## config.mk

```make
export PLATFORM = sky130hd
export DESIGN_NAME = instr_prefetch
export DESIGN_NICKNAME = d
export VERILOG_FILES = /design/src/rtl/instr_prefetch.sv
export SDC_FILE = /design/constraint.sdc
export NUM_CORES = 1
export LEC_CHECK = 0
export ABC_AREA = 1
export CAP_MARGIN = 20
export CELL_PAD_IN_SITES_DETAIL_PLACEMENT = 2
export CELL_PAD_IN_SITES_GLOBAL_PLACEMENT = 2
export CORE_AREA = 5 5 135 162
export CTS_CLUSTER_SIZE = 24
export DETAILED_ROUTE_END_ITERATION = 6
export DIE_AREA = 0 0 140 167
export PLACE_DENSITY = 0.83
export SYNTH_ARGS = -nofsm -noshare
export SYNTH_HDL_FRONTEND = slang
export SYNTH_SLANG_ARGS = --single-unit
export TNS_END_PERCENT = 10
```

## constraint.sdc

```tcl
create_clock -name clk -period 3.35 [get_ports clk]
set_clock_uncertainty 0.2 [all_clocks]
set_input_delay 0.67 -clock clk [delete_from_list [all_inputs] [get_ports clk]]
set_output_delay 0.67 -clock clk [all_outputs]
set_load 0.1 [all_outputs]
```

## src/rtl/instr_prefetch.sv

```systemverilog
// Instruction prefetch queue: runs its own fetch PC, buffers up to DEPTH words for the decoder.
// Optional macro PREFETCH_BYPASS_EN forwards an acked word straight to the decoder when the queue is empty.
module instr_prefetch #(
  parameter int SIZE  = 16,
  parameter int DEPTH = 4,
  parameter int CW    = $clog2(DEPTH + 1)
) (
  input  logic            clk,
  input  logic            rst,
  input  logic [SIZE-1:0] RST_VEC,
  input  logic            hold,
  output logic            fetch_req,
  output logic [SIZE-1:0] fetch_addr,
  input  logic            fetch_ack,
  input  logic [SIZE-1:0] MDB_out,
  input  logic            flush,
  input  logic [SIZE-1:0] flush_addr,
  input  logic            pop,
  output logic            instr_valid,
  output logic [SIZE-1:0] instr_word,
  output logic [SIZE-1:0] instr_addr,
  output logic [CW-1:0]   count
);

  localparam int PW = (DEPTH > 1) ? $clog2(DEPTH) : 1;
  localparam logic [SIZE-1:0] ALIGN_MASK = {{(SIZE-1){1'b1}}, 1'b0};
  localparam logic [CW-1:0]   FULL_CNT   = CW'(DEPTH);

  typedef enum logic [1:0] {
    S_BOOT = 2'd0,
    S_RUN  = 2'd1,
    S_HOLD = 2'd2
  } state_e;

  state_e          state_q, state_d;
  logic [SIZE-1:0] fetch_pc_q, fetch_pc_d;
  logic [PW-1:0]   wr_ptr_q, wr_ptr_d;
  logic [PW-1:0]   rd_ptr_q, rd_ptr_d;
  logic [CW-1:0]   count_q, count_d;

  logic [SIZE-1:0] word_mem [DEPTH];
  logic [SIZE-1:0] addr_mem [DEPTH];

  logic queue_empty;
  logic queue_full;
  logic push;
  logic byp_hit;
  logic byp_pop;
  logic q_pop;
  logic wr_en;

  assign queue_empty = (count_q == '0);
  assign queue_full  = (count_q == FULL_CNT);

  // Request depends only on registered state and flush, never on a same-cycle pop.
  assign fetch_req  = (state_q == S_RUN) && !queue_full && !flush;
  assign fetch_addr = fetch_pc_q;
  assign push       = fetch_req & fetch_ack;
  assign q_pop      = pop & ~flush & ~queue_empty;

`ifdef PREFETCH_BYPASS_EN
  assign byp_hit = push & queue_empty;
`else
  assign byp_hit = 1'b0;
`endif

  // A bypassed word consumed in the same cycle never lands in the queue.
  assign byp_pop = byp_hit & pop;
  assign wr_en   = push & ~byp_pop;
  assign count   = count_q;

`ifdef PREFETCH_BYPASS_EN
  assign instr_valid = ~queue_empty | byp_hit;
  assign instr_word  = !queue_empty ? word_mem[rd_ptr_q] : (byp_hit ? MDB_out    : '0);
  assign instr_addr  = !queue_empty ? addr_mem[rd_ptr_q] : (byp_hit ? fetch_pc_q : '0);
`else
  assign instr_valid = ~queue_empty;
  assign instr_word  = !queue_empty ? word_mem[rd_ptr_q] : '0;
  assign instr_addr  = !queue_empty ? addr_mem[rd_ptr_q] : '0;
`endif

  always_comb begin
    state_d    = state_q;
    fetch_pc_d = fetch_pc_q;
    wr_ptr_d   = wr_ptr_q;
    rd_ptr_d   = rd_ptr_q;
    count_d    = count_q;
    case (state_q)
      S_BOOT: begin
        fetch_pc_d = RST_VEC & ALIGN_MASK;
        state_d    = S_RUN;
      end
      S_RUN, S_HOLD: begin
        if (flush) begin
          fetch_pc_d = flush_addr & ALIGN_MASK;
          wr_ptr_d   = '0;
          rd_ptr_d   = '0;
          count_d    = '0;
          state_d    = S_RUN;
        end else begin
          if (push) begin
            fetch_pc_d = fetch_pc_q + SIZE'(2);
          end
          if (wr_en) begin
            wr_ptr_d = wr_ptr_q + PW'(1);
          end
          if (q_pop) begin
            rd_ptr_d = rd_ptr_q + PW'(1);
          end
          count_d = count_q + CW'(wr_en) - CW'(q_pop);
          if (state_q == S_RUN && hold) begin
            state_d = S_HOLD;
          end else if (state_q == S_HOLD && !hold) begin
            state_d = S_RUN;
          end
        end
      end
      default: state_d = S_BOOT;
    endcase
  end

  always_ff @(posedge clk or negedge rst) begin
    if (!rst) begin
      state_q    <= S_BOOT;
      fetch_pc_q <= '0;
      wr_ptr_q   <= '0;
      rd_ptr_q   <= '0;
      count_q    <= '0;
    end else begin
      state_q    <= state_d;
      fetch_pc_q <= fetch_pc_d;
      wr_ptr_q   <= wr_ptr_d;
      rd_ptr_q   <= rd_ptr_d;
      count_q    <= count_d;
    end
  end

  // Storage needs no reset: entries are only observed once count covers them.
  always_ff @(posedge clk) begin
    if (wr_en) begin
      word_mem[wr_ptr_q] <= MDB_out;
      addr_mem[wr_ptr_q] <= fetch_pc_q;
    end
  end

endmodule

```

==> results.cfg, run 1 <==
[yosys]
synth_warnings = 0
ys_async_sr_fraction = 0.162
synth_ff_type = edfxtp_1
yosys.area.top_type_share = 0.555
synth_edf_count = 124
synthDistinctLibCells = 37
synth_seq_cells = 148
yosysTopAreaCell = edfxtp_1
synth_most_common_cell = nor2_1
seq_area_frac_synth = 0.645
synth_commonest_cells = nor2_1, edfxtp_1, o21ai_0
avgSynthCellArea_um2 = 10.4
syn-instance-count = 642
synth.area.top_cells = edfxtp_1, nor2_1, dfrtp_1, o21ai_0, nand2_1
synthesis.area_mm2 = 0.00671

[clocking]
cts-htree-levels = 4
tritoncts = built
path_clk_slew_ps = 60
clock-sinks = 148
cts_root_buf = clkbuf_16
ctsHoldBuffers = 0
cts_buffer_depth = 2
cts_setup_buffers = 0
worstSkewPairLatency_ps = 420
cts_buffers = 17

[global_route]
grt_pass1_vias = 6227
antenna_found_initial = 0
grt_max_degree = 41
track_usage = 0.199
grt_pass1_wl_mm = 35.7
overflow = 0

[routing]
drt_iter0_markers = 191
firstDrtPassIters = 4
drtAntennaViolNets = 0
routed_wl_mm = 22.7
drt-wirelength-per-cell_um = 22.1
viasPerCell = 5.09
drc = 0
num_vias = 5219

[sta]
setup_violations = 0
rsz0062_at_grt = false
slew_viol_final = 0
worstMarginPinSlew_ps = 531
slew_headroom = 0.645
clock.fmax_mhz = 311
hold_violations = 0
finalCritPeriodShare = 0.961
fin_crit_ps = 3220

[layout]
nets = 814
num_antenna_cells = 0
fillers = 2074
regArea_mm2 = 0.00433
multi_input_area_mm2 = 0.00246
drive_gt1_frac = 0.205
synthToLayoutAreaGrowth_pct = 38.2
layoutNonFillerInstCount = 1025

[critical_path]
ff2ff_path_depth = 7
critical_path_required_ps = 2480
reg2reg_setup_slack_ps = 840
cp-start-kind = register
crit_path_max_fanout = 40
path_class = register to output pin
reg2reg_from = state_q[1]
r2r_end = rd_ptr_q[1]
end_kind = output pin
arrival_ps = 2350

[die]
io_pins = 107
initial_core_util = 0.333
die_y_um = 167
core_area_mm2 = 0.0201
rows = 57
die_w_um = 140
dieArea_mm2 = 0.0234

[hold_path]
hp-class = input port to asynchronous set/reset pin

[status]
outcome = completed

[place]
gp_congestion = 0.782
portBuffers = 102
dp_hpwl_mm = 15.5
post-place-cells = 994

[run]
cap_violations = 0
-- cell families (layout without fill, tap and decap cells) --
kind of cell / Yosys count / count (layout) / share of synthesized area
simple gates: 263 / 263 / 0.166
flops: 148 / 148 / 0.645
compound gates: 145 / 145 / 0.115
buf+inv: 69 / 186 / 0.0455
fa+ha+maj: 12 / 12 / 0.0235
xor+xnor: 4 / 4 / 0.00522
other cells: 1 / 2 / 0.000559
-- routing by layer --
layer,track usage,vias up,wire length (um)
li1,-,2411,-
met1,0.226,2665,8860
met2,0.379,120,12800
met3,0.0364,23,747
met4,0.0556,0,293
met5,0,-,0
-- registers in the layout, summed over array words and instances (netlist names) --
signal and count:
wr_ptr_q 2, state_q 2, count 3, fetch_addr 15, addr_mem 60, word_mem 64
rd_ptr_q 2
-- cell usage in the layout (no fill, tap or decap), drive strengths merged --
cell type,n
o32ai,1
nand2,65
nor2,167
nor3,2
inv,35
fa,1
a21oi,45
conb,2
buf,68
xnor2,2
clkbuf,20
xor2,2
a21boi,1
ha,11
clkinvlp,1
o41ai,1
o22ai,3
nand3,22
nand4,6
clkdlybuf4s50,51
clkinv,9
o21ai,90
bufinv,2
dfrtp,24
nand3b,1
o211ai,2
o21bai,2
edfxtp,124
-- critical path: stages, from the launching register on --
cell,delay [ps]
dfrtp_4,630
buf_6,350
nor2_1,120
nor2_1,140
o21ai_0,210
a21oi_4,250
buf_12,200
-- stage by stage --
step / utilization / instance area [um2] / setup WS, ps / hold WS (ps) / setup TNS, ps
2_1_floorplan: - / 7060 / -183 / 174 / -5500
3_3_place_gp: 0.433 / 8710 / 487 / 397 / 0
3_5_place_dp: 0.433 / 8710 / 356 / 441 / 0
4_1_cts: 0.461 / 9270 / 43.4 / 418 / 0
5_1_grt: 0.461 / 9270 / 63.3 / 434 / 0
6_report: 0.461 / 9270 / 129 / 424 / 0
-- area by class of cell --
class | instances | share of cell area
Clock inverter | 11 | 0.0121
Inverter | 36 | 0.0150
Multi-Input combinational cell | 426 | 0.265
Sequential cell | 148 | 0.467
Tap cell | 265 | 0.0358
Clock buffer | 20 | 0.0471
Timing Repair Buffer | 119 | 0.158
-- how the worst max path moves through the flow --
stage,cells after the start,to,startpoint,slack [ps]
final,6,instr_addr[4],rd_ptr_q[0],130
after global routing,6,instr_addr[4],rd_ptr_q[0],60
after CTS,5,instr_word[13],rd_ptr_q[0],40
after detailed placement,6,instr_word[12],rd_ptr_q[0],360
after global placement,10,count[2],flush,490
after floorplan,5,instr_addr[10],count[0],-180
-- repair_timing --
| action | in CTS | in global routing |
|---|---|---|
| resized for setup | 2 | 2 |
| pin swaps | 0 | 0 |
| endpoints found under the hold margin | 0 | 0 |
| setup endpoints to repair | 12 | 11 |
Power of run 1 is not shown: default switching activity piles up to over one toggle a cycle in this logic, so the estimate is an artifact.
==> inputs of run 2 (changes only) <==
PLACE_DENSITY = default   (was 0.83)
PLACE_DENSITY_LB_ADDON = 0.15   (was default)
==> run 2 against run 1 <==
  * Count of clock-buffer cells in the layout unchanged
  * Sequential share of layout area down 0.13 points
  * Critical endpoint is now instr_addr[12]
  * Flip-flop and latch count unchanged
  * Worst setup slack better by 87 ps
  * Via count about the same
==> results.cfg, run 2 (synthesis gave the netlist of run 1 again) <==
[place]
portBuffers = 102
gp_congestion = 0.753
dp_hpwl_mm = 14.4

[global_route]
grt_max_degree = 64
track_usage = 0.198
grt_pass1_vias = 6144
grt_pass1_wl_mm = 35.6
overflow = 0
antenna_found_initial = 0

[layout]
final_cell_mix = nor2_1, edfxtp_1, o21ai_0
drive_gt1_frac = 0.214
synthToLayoutAreaGrowth_pct = 38.6
num_antenna_cells = 0
largest_reg_flops = 64
nets = 816
layout_commonest_cell = nor2_1
top_register = word_mem

[clocking]
path_clk_slew_ps = 70
cts_buffer_depth = 2
cts-htree-levels = 4
worstSkewPairLatency_ps = 430
cts_root_buf = clkbuf_16
cts_buffers = 17
clock-sinks = 148
tritoncts = built
cts_setup_buffers = 0

[sta]
whs_ps = 411
finalSetupTns_ps = 0
fin_crit_ps = 3130
finalCritPeriodShare = 0.935
slew_viol_final = 0
rsz0062_at_grt = false
clock.fmax_mhz = 319
worstMarginPinSlew_ps = 593
slew_headroom = 0.605
setup_violations = 0
hold_violations = 0

[critical_path]
crit_top_cell = buf_4
critical_path_required_ps = 2480
startpoint = rd_ptr_q[1]
cp-start-kind = register
arrival_ps = 2260
end_kind = output pin
critical-path-top-delay-family = buffers and inverters
crit_chain = buf_4 -> inv_1 -> buf_4 -> nor2_1 -> o21ai_0 -> a21oi_4 -> buf_12
reg2reg_from = state_q[1]
slowest_delay_ps = 340
cpMaxStageDelayCell = dfrtp_1
crit_path_max_fanout = 31
path_class = register to output pin
worst-path-buf-inv = 4

[die]
io_pins = 107
dieArea_mm2 = 0.0234
initial_core_util = 0.333
core_area_mm2 = 0.0201
die_w_um = 140
die_y_um = 167
rows = 57

[routing]
drt_iter0_markers = 205
viasPerCell = 5.08
drt-wirelength-per-cell_um = 21.9
routed_wl_mm = 22.5
drtAntennaViolNets = 0
drc = 0
firstDrtPassIters = 4
num_vias = 5220

[run]
cap_violations = 0

[hold_path]
hp-class = input port to asynchronous set/reset pin

[status]
outcome = completed
## run 2: path summary, 6_finish.rpt
path / slack [ps] / cells past startpoint / endpoint
worst max-delay path: 220 / 7 / instr_addr[12]
worst min-delay path: 410 / 2 / state_q[0]
worst max register to register: 650 / 11 / count[2]
worst min register to register: 450 / 3 / count[0]
max in group asynchronous: 2230 / 2 / rd_ptr_q[0]
min in group clk: 450 / 3 / count[0]
## run 2: area by class of cell
class                      instances  area (um2)
fill                            2088       10800
sequential                       148        4330
multi-input combinational        426        2460
timing repair buffer             121        1450
clock buffer                      20         457
tap                              265         332
inverter                          36         136
clock inverter                    12         129
## run 2: stage by stage
stage / instance area (um2) / std cells / util / setup slack, ps
2_1_floorplan: 7060 / 643 / - / -183
3_3_place_gp: 8700 / 996 / 0.433 / 350
3_5_place_dp: 8700 / 996 / 0.433 / 264
4_1_cts: 9290 / 1028 / 0.462 / 84.7
5_1_grt: 9290 / 1028 / 0.462 / 80.5
6_report: 9290 / 1028 / 0.462 / 217
## run 2: worst reg2reg max path: cells and delay by family, from the launching register on
kind / cells / cell delay (ps)
xor gates and xnor gates: 1 / 180
AOI/OAI and AO/OA: 1 / 100
DFF: 1 / 400
buffers and inverters: 3 / 230
adders and majority gates: 4 / 1080
and+or+nand+nor: 2 / 360
## run 2: repair_timing
item | 4_1_cts | 5_1_grt
endpoints found under the setup margin | 0 | 2
gates resized for setup | 0 | 1
hold buffers | 0 | 0
## run 2: metal layers
| metal | GRT usage | part of all wire | wire length, um |
|---|---|---|---|
| met4 | 0.0569 | 0.019 | 424 |
| met1 | 0.225 | 0.39 | 8870 |
| met5 | 0 | 0 | 0 |
| met3 | 0.0436 | 0.027 | 615 |
| met2 | 0.369 | 0.56 | 12600 |
Power of run 2 is left out for the same reason.
==> inputs of run 3 (changes only) <==
PLACE_DENSITY_LB_ADDON = 0.1   (was 0.15)
==> run 3 against run 2 <==
  * Non-clock buffer count decreased by 3
  * Register-to-register slack improved by 240 ps
  * Wire length decreased by 6.4%
  * Worst setup slack worse by 48 ps
  * Design area up 0.18%
  * Final cell count down 0.29%
  * Flip-flop and latch count unchanged
==> results.cfg, run 3 (synthesis gave the netlist of run 1 again) <==
[clocking]
path_clk_slew_ps = 60
cts-htree-levels = 4
clock-sinks = 148
cts_root_buf = clkbuf_16
worstSkewPairLatency_ps = 430
tritoncts = built
cts_setup_buffers = 0
cts_buffer_depth = 2
cts_resized = 0
ctsHoldBuffers = 0
cts_buffers = 17

[sta]
worstMarginPinSlew_ps = 716
finalCritPeriodShare = 0.950
fin_crit_ps = 3180
layout_setup_ws_ps = 168
setup_violations = 0
rsz0062_at_grt = false
slew_headroom = 0.522
slew_viol_final = 0
clock.fmax_mhz = 314
hold_violations = 0

[die]
die_y_um = 167
initial_core_util = 0.333
rows = 57
io_pins = 107
dieArea_mm2 = 0.0234
die_w_um = 140
core_area_mm2 = 0.0201

[place]
portBuffers = 102
dp_hpwl_mm = 14.0
dp_slack_ps = 460
gp_congestion = 0.762

[routing]
drt-wirelength-per-cell_um = 20.6
num_vias = 5158
drtAntennaViolNets = 0
drc = 0
viasPerCell = 5.03
routed_wl_mm = 21.1
firstDrtPassIters = 4
drt_iter0_markers = 214

[critical_path]
arrival_ps = 2310
slowest_delay_ps = 570
crit_path_max_fanout = 63
reg2reg_setup_slack_ps = 890
r2r_end = count[2]
crit_chain = buf_4 -> nor2_1 -> nor2_1 -> o21ai_0 -> a21oi_4 -> buf_12
cp.depth = 6
endpoint = instr_addr[4]
critical-path-top-delay-family = buffers and inverters
cpMaxStageDelayCell = buf_4
cp-start-kind = register
end_kind = output pin
path_class = register to output pin
ff2ff_path_depth = 11
reg2reg_from = state_q[1]
crit_top_cell = nor2_1
startpoint = rd_ptr_q[0]
critical_path_required_ps = 2480
worst-path-buf-inv = 2

[layout]
final_cell_mix = nor2_1, edfxtp_1, o21ai_0
drive_gt1_frac = 0.209
nets = 813
largest_reg_flops = 64
num_antenna_cells = 0
top_register = word_mem
layout_commonest_cell = nor2_1
fillers = 2044
synthToLayoutAreaGrowth_pct = 38.8

[status]
outcome = completed

[global_route]
grt_max_degree = 64
track_usage = 0.185
overflow = 0
grt_pass1_wl_mm = 33.6
grt_pass1_vias = 6065
antenna_found_initial = 0

[run]
cap_violations = 0

[hold_path]
hp-class = input port to asynchronous set/reset pin
[run 3: worst min path at each step]
stage | end | slack, ps | cells past startpoint
2_1_floorplan | count[0] | 170 | 0
3_3_place_gp | wr_ptr_q[1] | 400 | 2
3_5_place_dp | wr_ptr_q[1] | 450 | 2
4_1_cts | state_q[0] | 420 | 2
5_1_grt | state_q[1] | 430 | 2
6_report | state_q[1] | 410 | 2
[run 3: metrics by stage]
step	utilization	cells	cell area (um2)	TNS (ps)	hold WS [ps]
global route	0.463	1025	9310	0	429
global placement	0.434	993	8730	0	398
floorplan	-	643	7060	-5500	174
detailed placement	0.434	993	8730	0	447
finish	0.463	1025	9310	0	414
CTS	0.463	1025	9310	0	416
[run 3: metal layers]
metal  GRT usage  routed length [um]  part of all wire
met5           0                   0                 0
met3      0.0370                 601             0.029
met1       0.206                8350              0.40
met2       0.354               11900              0.56
met4      0.0514                 220             0.010
[run 3: layout make-up]
type	instances	area, um2	area share
repair buffers	118	1480	0.159
flip-flops and latches	148	4330	0.465
multi-input cells	426	2460	0.264
well taps	265	332	0.0356
clock inverters	12	131	0.0141
inverters	36	136	0.0147
clock buffers	20	447	0.0480
Power of run 3 is left out for the same reason.
